<file path="src/rtl/rpm_seg_pkg.sv">
// Shared constants for the RPM seven-segment encoder: glyph bytes, FSM encoding, BCD width.
// Glyph bit map is bit0=a .. bit6=g, bit7=dp (dp always off).
package rpm_seg_pkg;

  localparam int BCD_W = 16;

  localparam logic [1:0] ST_IDLE   = 2'd0;
  localparam logic [1:0] ST_SHIFT  = 2'd1;
  localparam logic [1:0] ST_UPDATE = 2'd2;

  localparam logic [7:0] GLYPH_0     = 8'h3F;
  localparam logic [7:0] GLYPH_1     = 8'h06;
  localparam logic [7:0] GLYPH_2     = 8'h5B;
  localparam logic [7:0] GLYPH_3     = 8'h4F;
  localparam logic [7:0] GLYPH_4     = 8'h66;
  localparam logic [7:0] GLYPH_5     = 8'h6D;
  localparam logic [7:0] GLYPH_6     = 8'h7D;
  localparam logic [7:0] GLYPH_7     = 8'h07;
  localparam logic [7:0] GLYPH_8     = 8'h7F;
  localparam logic [7:0] GLYPH_9     = 8'h6F;
  localparam logic [7:0] GLYPH_BLANK = 8'h00;
  localparam logic [7:0] GLYPH_DASH  = 8'h40;

endpackage

</file>
<file path="src/rtl/seg_glyph.sv">
// BCD nibble to seven-segment glyph, combinational; blank forces an unlit digit.
// Non-decimal nibbles also render blank; output polarity follows SEG_ACTIVE_HIGH.
module seg_glyph #(
  parameter int SEG_ACTIVE_HIGH = 1
) (
  input  logic [3:0] nib,
  input  logic       blank,
  output logic [7:0] glyph
);
  import rpm_seg_pkg::*;

  logic [7:0] raw;

  always_comb begin
    raw = GLYPH_BLANK;
    if (!blank) begin
      case (nib)
        4'd0:    raw = GLYPH_0;
        4'd1:    raw = GLYPH_1;
        4'd2:    raw = GLYPH_2;
        4'd3:    raw = GLYPH_3;
        4'd4:    raw = GLYPH_4;
        4'd5:    raw = GLYPH_5;
        4'd6:    raw = GLYPH_6;
        4'd7:    raw = GLYPH_7;
        4'd8:    raw = GLYPH_8;
        4'd9:    raw = GLYPH_9;
        default: raw = GLYPH_BLANK;
      endcase
    end
    glyph = (SEG_ACTIVE_HIGH != 0) ? raw : ~raw;
  end

endmodule

</file>
<file path="src/rtl/rpm_seg_encoder.sv">
// Binary RPM to four seven-segment glyphs via serial double dabble; done VAL_W+1 edges after load.
// Loads arriving while busy park in a one-deep latest-wins slot; glyph outputs change only on done.
module rpm_seg_encoder #(
  parameter int VAL_W           = 14,
  parameter int MAX_VAL         = 9999,
  parameter int BLANK_LZ        = 1,
  parameter int SEG_ACTIVE_HIGH = 1
) (
  input  logic             clk,
  input  logic             rst_n,
  input  logic             load,
  input  logic [VAL_W-1:0] value,
  output logic             busy,
  output logic             done,
  output logic [7:0]       seg_a,
  output logic [7:0]       seg_b,
  output logic [7:0]       seg_c,
  output logic [7:0]       seg_d
);
  import rpm_seg_pkg::*;

  localparam int CNT_W = $clog2(VAL_W + 1);
  localparam logic [7:0] SEG_BLANK = (SEG_ACTIVE_HIGH != 0) ? GLYPH_BLANK : ~GLYPH_BLANK;
  localparam logic [7:0] SEG_DASH  = (SEG_ACTIVE_HIGH != 0) ? GLYPH_DASH  : ~GLYPH_DASH;

  logic [1:0]       state;
  logic [VAL_W-1:0] bin_q;
  logic [BCD_W-1:0] bcd_q;
  logic [BCD_W-1:0] bcd_adj;
  logic [CNT_W-1:0] cnt;
  logic             ovf_q;
  logic             pend_vld;
  logic [VAL_W-1:0] pend_val;
  logic             start;
  logic [VAL_W-1:0] start_val;
  logic             blank_b;
  logic             blank_c;
  logic             blank_d;
  logic [7:0]       g_a;
  logic [7:0]       g_b;
  logic [7:0]       g_c;
  logic [7:0]       g_d;

  assign busy = (state != ST_IDLE);

  // A load coinciding with UPDATE is newer than anything parked, so it goes first.
  assign start     = ((state == ST_IDLE) && load) ||
                     ((state == ST_UPDATE) && (load || pend_vld));
  assign start_val = load ? value : pend_val;

  always_comb begin
    bcd_adj = bcd_q;
    for (int i = 0; i < BCD_W / 4; i++) begin
      if (bcd_q[4*i +: 4] >= 4'd5) bcd_adj[4*i +: 4] = bcd_q[4*i +: 4] + 4'd3;
    end
  end

  assign blank_d = (BLANK_LZ != 0) && (bcd_q[15:12] == 4'd0);
  assign blank_c = blank_d && (bcd_q[11:8] == 4'd0);
  assign blank_b = blank_c && (bcd_q[7:4] == 4'd0);

  seg_glyph #(.SEG_ACTIVE_HIGH(SEG_ACTIVE_HIGH)) u_glyph_a (.nib(bcd_q[3:0]),   .blank(1'b0),    .glyph(g_a));
  seg_glyph #(.SEG_ACTIVE_HIGH(SEG_ACTIVE_HIGH)) u_glyph_b (.nib(bcd_q[7:4]),   .blank(blank_b), .glyph(g_b));
  seg_glyph #(.SEG_ACTIVE_HIGH(SEG_ACTIVE_HIGH)) u_glyph_c (.nib(bcd_q[11:8]),  .blank(blank_c), .glyph(g_c));
  seg_glyph #(.SEG_ACTIVE_HIGH(SEG_ACTIVE_HIGH)) u_glyph_d (.nib(bcd_q[15:12]), .blank(blank_d), .glyph(g_d));

  always_ff @(posedge clk or negedge rst_n) begin
    if (!rst_n) begin
      state    <= ST_IDLE;
      bin_q    <= '0;
      bcd_q    <= '0;
      cnt      <= '0;
      ovf_q    <= 1'b0;
      pend_vld <= 1'b0;
      pend_val <= '0;
      done     <= 1'b0;
      seg_a    <= SEG_BLANK;
      seg_b    <= SEG_BLANK;
      seg_c    <= SEG_BLANK;
      seg_d    <= SEG_BLANK;
    end else begin
      done <= 1'b0;

      if (start) begin
        bin_q <= start_val;
        bcd_q <= '0;
        cnt   <= CNT_W'(VAL_W);
        ovf_q <= (int'(start_val) > MAX_VAL);
        state <= ST_SHIFT;
      end else if (state == ST_SHIFT) begin
        {bcd_q, bin_q} <= {bcd_adj, bin_q} << 1;
        cnt            <= cnt - CNT_W'(1);
        if (cnt == CNT_W'(1)) state <= ST_UPDATE;
      end else if (state != ST_IDLE) begin
        state <= ST_IDLE;
      end

      if ((state == ST_SHIFT) && load) begin
        pend_vld <= 1'b1;
        pend_val <= value;
      end else if (state == ST_UPDATE) begin
        pend_vld <= 1'b0;
      end

      // bcd_q holds the final digits throughout UPDATE.
      if (state == ST_UPDATE) begin
        done  <= 1'b1;
        seg_a <= ovf_q ? SEG_DASH : g_a;
        seg_b <= ovf_q ? SEG_DASH : g_b;
        seg_c <= ovf_q ? SEG_DASH : g_c;
        seg_d <= ovf_q ? SEG_DASH : g_d;
      end
    end
  end

endmodule

</file>
<file path="config.mk">
export PLATFORM = sky130hd
export DESIGN_NAME = rpm_seg_encoder
export DESIGN_NICKNAME = d
export VERILOG_FILES = /design/src/rtl/rpm_seg_pkg.sv /design/src/rtl/seg_glyph.sv /design/src/rtl/rpm_seg_encoder.sv
export SDC_FILE = /design/constraint.sdc
export NUM_CORES = 1
export LEC_CHECK = 0
export BUFFER_PORTS_ARGS = -buffer_cell sky130_fd_sc_hd__buf_2
export CAP_MARGIN = 20
export CORE_MARGIN = 2
export CORE_UTILIZATION = 58
export DETAILED_ROUTE_END_ITERATION = 16
export PLACE_DENSITY = 0.82
export SLEW_MARGIN = 20
export SYNTH_ARGS = -nofsm -noshare
export SYNTH_HDL_FRONTEND = slang
export SYNTH_SLANG_ARGS = --single-unit
</file>
<file path="constraint.sdc">
create_clock -name clk -period 1.9 [get_ports clk]
set_input_delay 0.095 -clock clk [delete_from_list [all_inputs] [get_ports clk]]
set_output_delay 0.095 -clock clk [all_outputs]
set_load 0.01 [all_outputs]
</file>
==> impl_metrics.yaml, run 1 <==
grt:
  grt_pass1_vias: 3147
  gr-total-overflow: 0
  grt_max_degree: 46
  grt_use_total_pct: 23.19
  antenna_found_initial: 0
  grt_pass1_wl_um: 14330
setup_path:
  cp.depth: 6
  worst-path-max-fanout: 7
  path_cells: "inv_1 -> ha_1 -> nand2b_1 -> a21oi_4 -> mux2i_2 -> o2bb2ai_1"
  cp-end-kind: "flop"
  arrival_ns: 2.07
  worst-r2r-cell-count: 6
  cp_slowest_stage_delay_ns: 0.45
  crit_required_ns: 2.16
  timing.rr.end: "bcd_q[10]$_DFFE_PN0P_"
  cp_slowest_cell: "dfrtp_1"
  crit_end: "bcd_q[10]$_DFFE_PN0P_"
  cpLargestDelayFamily: "flip-flops"
  critPathBufInv: 1
  critPathLaunchType: "flop"
  path_class: "reg -> reg"
  rr_startpoint: "bcd_q[9]$_DFFE_PN0P_"
  startpoint: "bcd_q[9]$_DFFE_PN0P_"
  rrSetupSlack_ns: 0.09
job:
  max_cap_violations: 0
outcome:
  outcome: "finished clean"
synth:
  synth_edf_count: 0
  syn-cell-area_mm2: 0.004242
  yosys_warnings: 0
  synth_seq_area_share_pct: 47.79
  synth_async_sr_flop_share_pct: 100.0
  synth-seq-cells: 81
  ys_types: 50
  synth_cells: 426
  ys.flop_type: "dfrtp_1"
  avgSynthCellArea_um2: 9.957
cts:
  path_clk_slew_ns: 0.08
  cts.path.max_buffers: 2
  cts_root_buf: "clkbuf_8"
  postCtsSetupBuffers: 0
  clock_latency_ns: 0.34
  cts_tree: "built"
  cts-htree-levels: 3
  cts_num_sinks: 81
  cts_buffers: 9
sta:
  whs_ns: 0.008183
  finalHoldViolCount: 0
  max-slew-margin-rel_pct: 39.10
  worst_slew_pin_slew_ns: 0.9101
  min_period_ns: 1.807
  fin_skew_ns: 0.007951
  period_share_pct: 95.09
  fin_ws_ns: 0.09334
  max_freq_mhz: 553.5
  setup_violations: 0
  maxSlewViolCount: 0
final_layout:
  nets: 518
  fin_area_mm2: 0.004841
  drive_gt1_share_pct: 20.33
  synthToLayoutAreaGrowth_pct: 14.13
  fin_util_pct: 67.46
  antenna_cells: 0
die:
  dieHeight_um: 89.52
  initial_core_util_pct: 59.11
  die_w_um: 89.52
  num_io_pins: 51
  die_area_mm2: 0.008013
  rows: 31
  core_area_mm2: 0.007176
routing:
  drc: 0
  routed_wl_um: 8616
  vias: 3242
  drtIter0Drc: 114
  antenna_left: 0
  dr.pass1.iters: 4
  routedWlPerCell_um: 14.83
  vias_per_cell: 5.580
place:
  dp_hpwl_um: 5909
  globalplace.congestion: 0.8888
  dpl_cell_area_mm2: 0.004566
  pre_cts_ws_ns: 0.1211
  numPortBuffers: 46
power:
  vdd_drop_max_mv: 0.6994
  power_mw: 7.566
  p_leak_nw: 2.289
  p_per_area_mw_per_mm2: 1563
min_path:
  worst_hold_path_type: "in -> reg"
  hold_path_depth: 2
[through the flow]
step                      TNS (ns)  std cells
final                            0        581
after detailed placement         0        560
after CTS                        0        580
after global routing      -0.01544        581
after global placement           0        560
after floorplan                  0        429
[synthesized netlist by cell type, drive strengths merged (7+ instances only)]
| cell type | number | area (um2) |
|---|---|---|
| mux2 | 16 | 180.2 |
| nand2 | 45 | 171.4 |
| inv | 16 | 60.06 |
| nand2b | 13 | 81.33 |
| mux2i | 16 | 160.2 |
| ha | 22 | 275.3 |
| nor3 | 7 | 35.03 |
| o21ai | 44 | 220.2 |
| nor2 | 37 | 141.4 |
| dfrtp | 81 | 2027 |
| o22ai | 8 | 50.05 |
| buf | 16 | 116.4 |
| a221o | 14 | 140.1 |
| clkbuf | 12 | 45.04 |
| a21oi | 24 | 120.1 |
[state kept, by name, summed over array words and instances, names as in the netlist]
name      cells
bcd_q        16
bin_q        14
pend_val     14
seg_a         7
seg_b         7
seg_c         7
seg_d         7
cnt           4
state         2
done          1
ovf_q         1
pend_vld      1
[per-layer routing]
layer	vias to the layer above	GRT usage, %	wire [um]
met1	1539	29.50	3824
met5	-	0	0
li1	1610	-	-
met4	0	8.548	87
met2	83	39.12	4297
met3	10	4.801	406
[how the worst min path moves through the flow]
stage                         start                  endpoint
after global placement        rst_n      seg_d[2]$_DFFE_PN0P_
after detailed placement      rst_n      seg_d[2]$_DFFE_PN0P_
final                     value[12]  pend_val[12]$_DFFE_PN0P_
after CTS                  value[1]   pend_val[1]$_DFFE_PN0P_
after floorplan               rst_n      bcd_q[0]$_DFFE_PN0P_
after global routing       value[3]   pend_val[3]$_DFFE_PN0P_
[kinds of logic (layout without fill, tap and decap cells)]
logic type / after synthesis / in the layout / share of synthesized area (%)
compound gates: 115 / 115 / 17.43
xor+xnor: 7 / 7 / 1.445
fa+ha+maj: 22 / 22 / 6.490
buf+inv: 44 / 97 / 5.221
flops: 81 / 81 / 47.79
mux: 32 / 32 / 8.023
other cells: 1 / 4 / 0.08841
simple gates: 124 / 124 / 13.51
[worst reg2reg max path, stage by stage (launching register included)]
cell       delay [ns]
dfrtp_1          0.45
inv_1            0.19
ha_1             0.28
nand2b_1         0.15
a21oi_4          0.25
mux2i_2          0.29
o2bb2ai_1        0.13
[timing repair]
item / 4_1_cts / 5_1_grt
hold endpoints to repair: 49 / 1
gates resized for setup: 0 / 6
hold buffers: 6 / 1
setup endpoints to repair: 0 / 11
[area by class of cell]
cell class | count | area [um2]
inverters | 16 | 60.06
repair buffers | 67 | 420.4
well taps | 99 | 123.9
fillers | 543 | 2335
multi-input cells | 304 | 2026
clock buffers | 11 | 141.4
flip-flops and latches | 81 | 2027
clock inverters | 3 | 42.54
[cell usage in the layout, fill, tap and decap left out, drive strengths merged, types with 8 or more instances in the layout]
| cell type | instances |
|---|---|
| inv | 16 |
| ha | 22 |
| nand2b | 13 |
| mux2 | 16 |
| clkbuf | 11 |
| o22ai | 8 |
| a221o | 14 |
| buf | 60 |
| a21oi | 24 |
| o21ai | 44 |
| nor2 | 37 |
| mux2i | 16 |
| nand2 | 45 |
| dfrtp | 81 |
[where the power goes]
| group | switching [mW] | internal (mW) |
|---|---|---|
| Combinational | 1.81 | 1.53 |
| Clock | 0.585 | 0.628 |
| Sequential | 0.594 | 2.43 |
| Total | 2.99 | 4.58 |
Note: power is estimated with default switching activity, not from simulation.
==> run 2, diff against run 1 <==
--- a/config.mk
+++ b/config.mk
@@ -5,12 +5,12 @@
 export SDC_FILE = /design/constraint.sdc
 export NUM_CORES = 1
 export LEC_CHECK = 0
-export BUFFER_PORTS_ARGS = -buffer_cell sky130_fd_sc_hd__buf_2
 export CAP_MARGIN = 20
 export CORE_MARGIN = 2
-export CORE_UTILIZATION = 58
+export CORE_UTILIZATION = 63
 export DETAILED_ROUTE_END_ITERATION = 16
-export PLACE_DENSITY = 0.82
+export DONT_BUFFER_PORTS = 1
+export PLACE_DENSITY = 0.81
 export SLEW_MARGIN = 20
 export SYNTH_ARGS = -nofsm -noshare
 export SYNTH_HDL_FRONTEND = slang
==> impl_metrics.yaml, run 2 (synthesis results as in run 1) <==
sta:
  fin_ws_ns: 0.1654
  min_period_ns: 1.735
  max-slew-margin-rel_pct: 35.91
  finalHoldViolCount: 81
  whs_ns: -0.5787
  rsz0062_at_grt: "false"
  worst_slew_pin_slew_ns: 0.9578
  maxSlewViolCount: 0
  setup_tns_ns: 0
  fin_skew_ns: 0.01022
  max_freq_mhz: 576.5
  setup_violations: 0
  period_share_pct: 91.29
final_layout:
  largest_reg_flops: 16
  antenna_cells: 0
  synthToLayoutAreaGrowth_pct: 9.469
  layout_common_cells: "dfrtp_1 (80), nand2_1 (44), o21ai_0 (43), nor2_1 (36), a21oi_1 (24)"
  fin_util_pct: 72.30
  mostFrequentLayoutCell: "dfrtp_1"
  nets: 479
  drive_gt1_share_pct: 11.69
  regMostFlops: "bcd_q"
  top_regs: "bcd_q x16, bin_q x14, pend_val x14"
cts:
  clock_latency_ns: 0.36
  postCtsSetupBuffers: 0
  ctsHoldBuffers: 15
  cts_num_sinks: 81
  cts-htree-levels: 3
  cts_buffers: 9
  cts.path.max_buffers: 2
  path_clk_slew_ns: 0.09
  cts_root_buf: "clkbuf_8"
  cts_tree: "built"
grt:
  grt_pass1_vias: 3152
  grt_max_degree: 82
  grt_use_total_pct: 24.72
  antenna_found_initial: 0
  gr-total-overflow: 0
  grt_pass1_wl_um: 14470
setup_path:
  cp-end-kind: "flop"
  crit_required_ns: 2.18
  cp_slowest_stage_delay_ns: 0.43
  cp_slowest_cell: "dfrtp_1"
  arrival_ns: 2.01
  path_cells: "inv_1 -> ha_1 -> nand2b_1 -> a21oi_1 -> mux2_2 -> o22ai_1"
  critPathBufInv: 1
  cpLargestDelayFamily: "flip-flops"
  worst-path-max-fanout: 5
  critPathLaunchType: "flop"
  path_class: "reg -> reg"
routing:
  vias: 3110
  routedWlPerCell_um: 15.99
  routed_wl_um: 8345
  vias_per_cell: 5.958
  drc: 0
  antenna_left: 0
  dr.pass1.iters: 5
  drtIter0Drc: 110
outcome:
  outcome: "complete, but fails checks"
  failed_checks: "negative hold slack"
min_path:
  worst_hold_path_type: "in -> async"
power:
  p_per_area_mw_per_mm2: 1574
  p_leak_nw: 2.117
  vdd_drop_max_mv: 0.7919
  power_mw: 7.307
job:
  max_cap_violations: 0
die:
  initial_core_util_pct: 66.04
  rows: 29
  num_io_pins: 51
  die_w_um: 86.05
  die_area_mm2: 0.007405
  core_area_mm2: 0.006422
  dieHeight_um: 86.05
place:
  dp_hpwl_um: 5475
  numPortBuffers: 0
  globalplace.congestion: 0.8589
  pre_cts_ws_ns: 0.1506
run 2: repair_timing:
action / in CTS / in global routing
setup endpoints to repair: 0 / 6
resized for setup: 0 / 3
hold endpoints to repair: 103 / 81
run 2: cell type report:
cell class              instances  area (um2)
multi-input cells             304        2007
clock inverters                 7       80.08
inverters                      16       60.06
repair buffers                 28       247.7
fillers                       468        1779
flip-flops and latches         81        2028
well taps                      77       96.34
clock buffers                   9       123.9
run 2: worst reg2reg max path, stage by stage, from the launching register on:
cell	delay, ns
dfrtp_1	0.43
inv_1	0.18
ha_1	0.22
nand2b_1	0.08
a21oi_1	0.25
mux2_2	0.37
o22ai_1	0.13
run 2: worst paths after layout:
kind	end	cells past startpoint	slack (ns)	startpoint
worst max-delay path	bcd_q[2]$_DFFE_PN0P_	6	0.17	bcd_q[0]$_DFFE_PN0P_
worst min-delay path	seg_b[5]$_DFFE_PN0P_	0	-0.58	rst_n
worst max register to register	bcd_q[2]$_DFFE_PN0P_	6	0.17	bcd_q[0]$_DFFE_PN0P_
worst min register to register	pend_vld$_DFFE_PN0P_	2	0.50	pend_vld$_DFFE_PN0P_
max in group asynchronous	bcd_q[1]$_DFFE_PN0P_	0	2.35	rst_n
min in group clk	bin_q[8]$_DFFE_PN0P_	3	0.01	load
run 2: power by group:
part           switching [mW]  internal (mW)  leakage, nW
sequential              0.766           2.43         1.00
clock                   0.666          0.617       0.0960
combinational            1.49           1.33         1.02
run 2: per-layer routing:
metal | GRT usage, % | share of wire (%) | up-vias
met5 | 0 | 0 | -
li1 | - | - | 1528
met1 | 32.17 | 46 | 1493
met3 | 4.716 | 3.8 | 18
met4 | 10.82 | 2.2 | 0
met2 | 40.38 | 48 | 71
run 2: stage by stage:
step                      std cells  hold WS [ns]  instance area, um2
after floorplan                 429       -0.2006                4253
after global placement          491       -0.1984                4285
after detailed placement        491       -0.1988                4285
after CTS                       522       -0.5912                4639
after global routing            522       -0.5945                4643
final                           522       -0.5787                4643
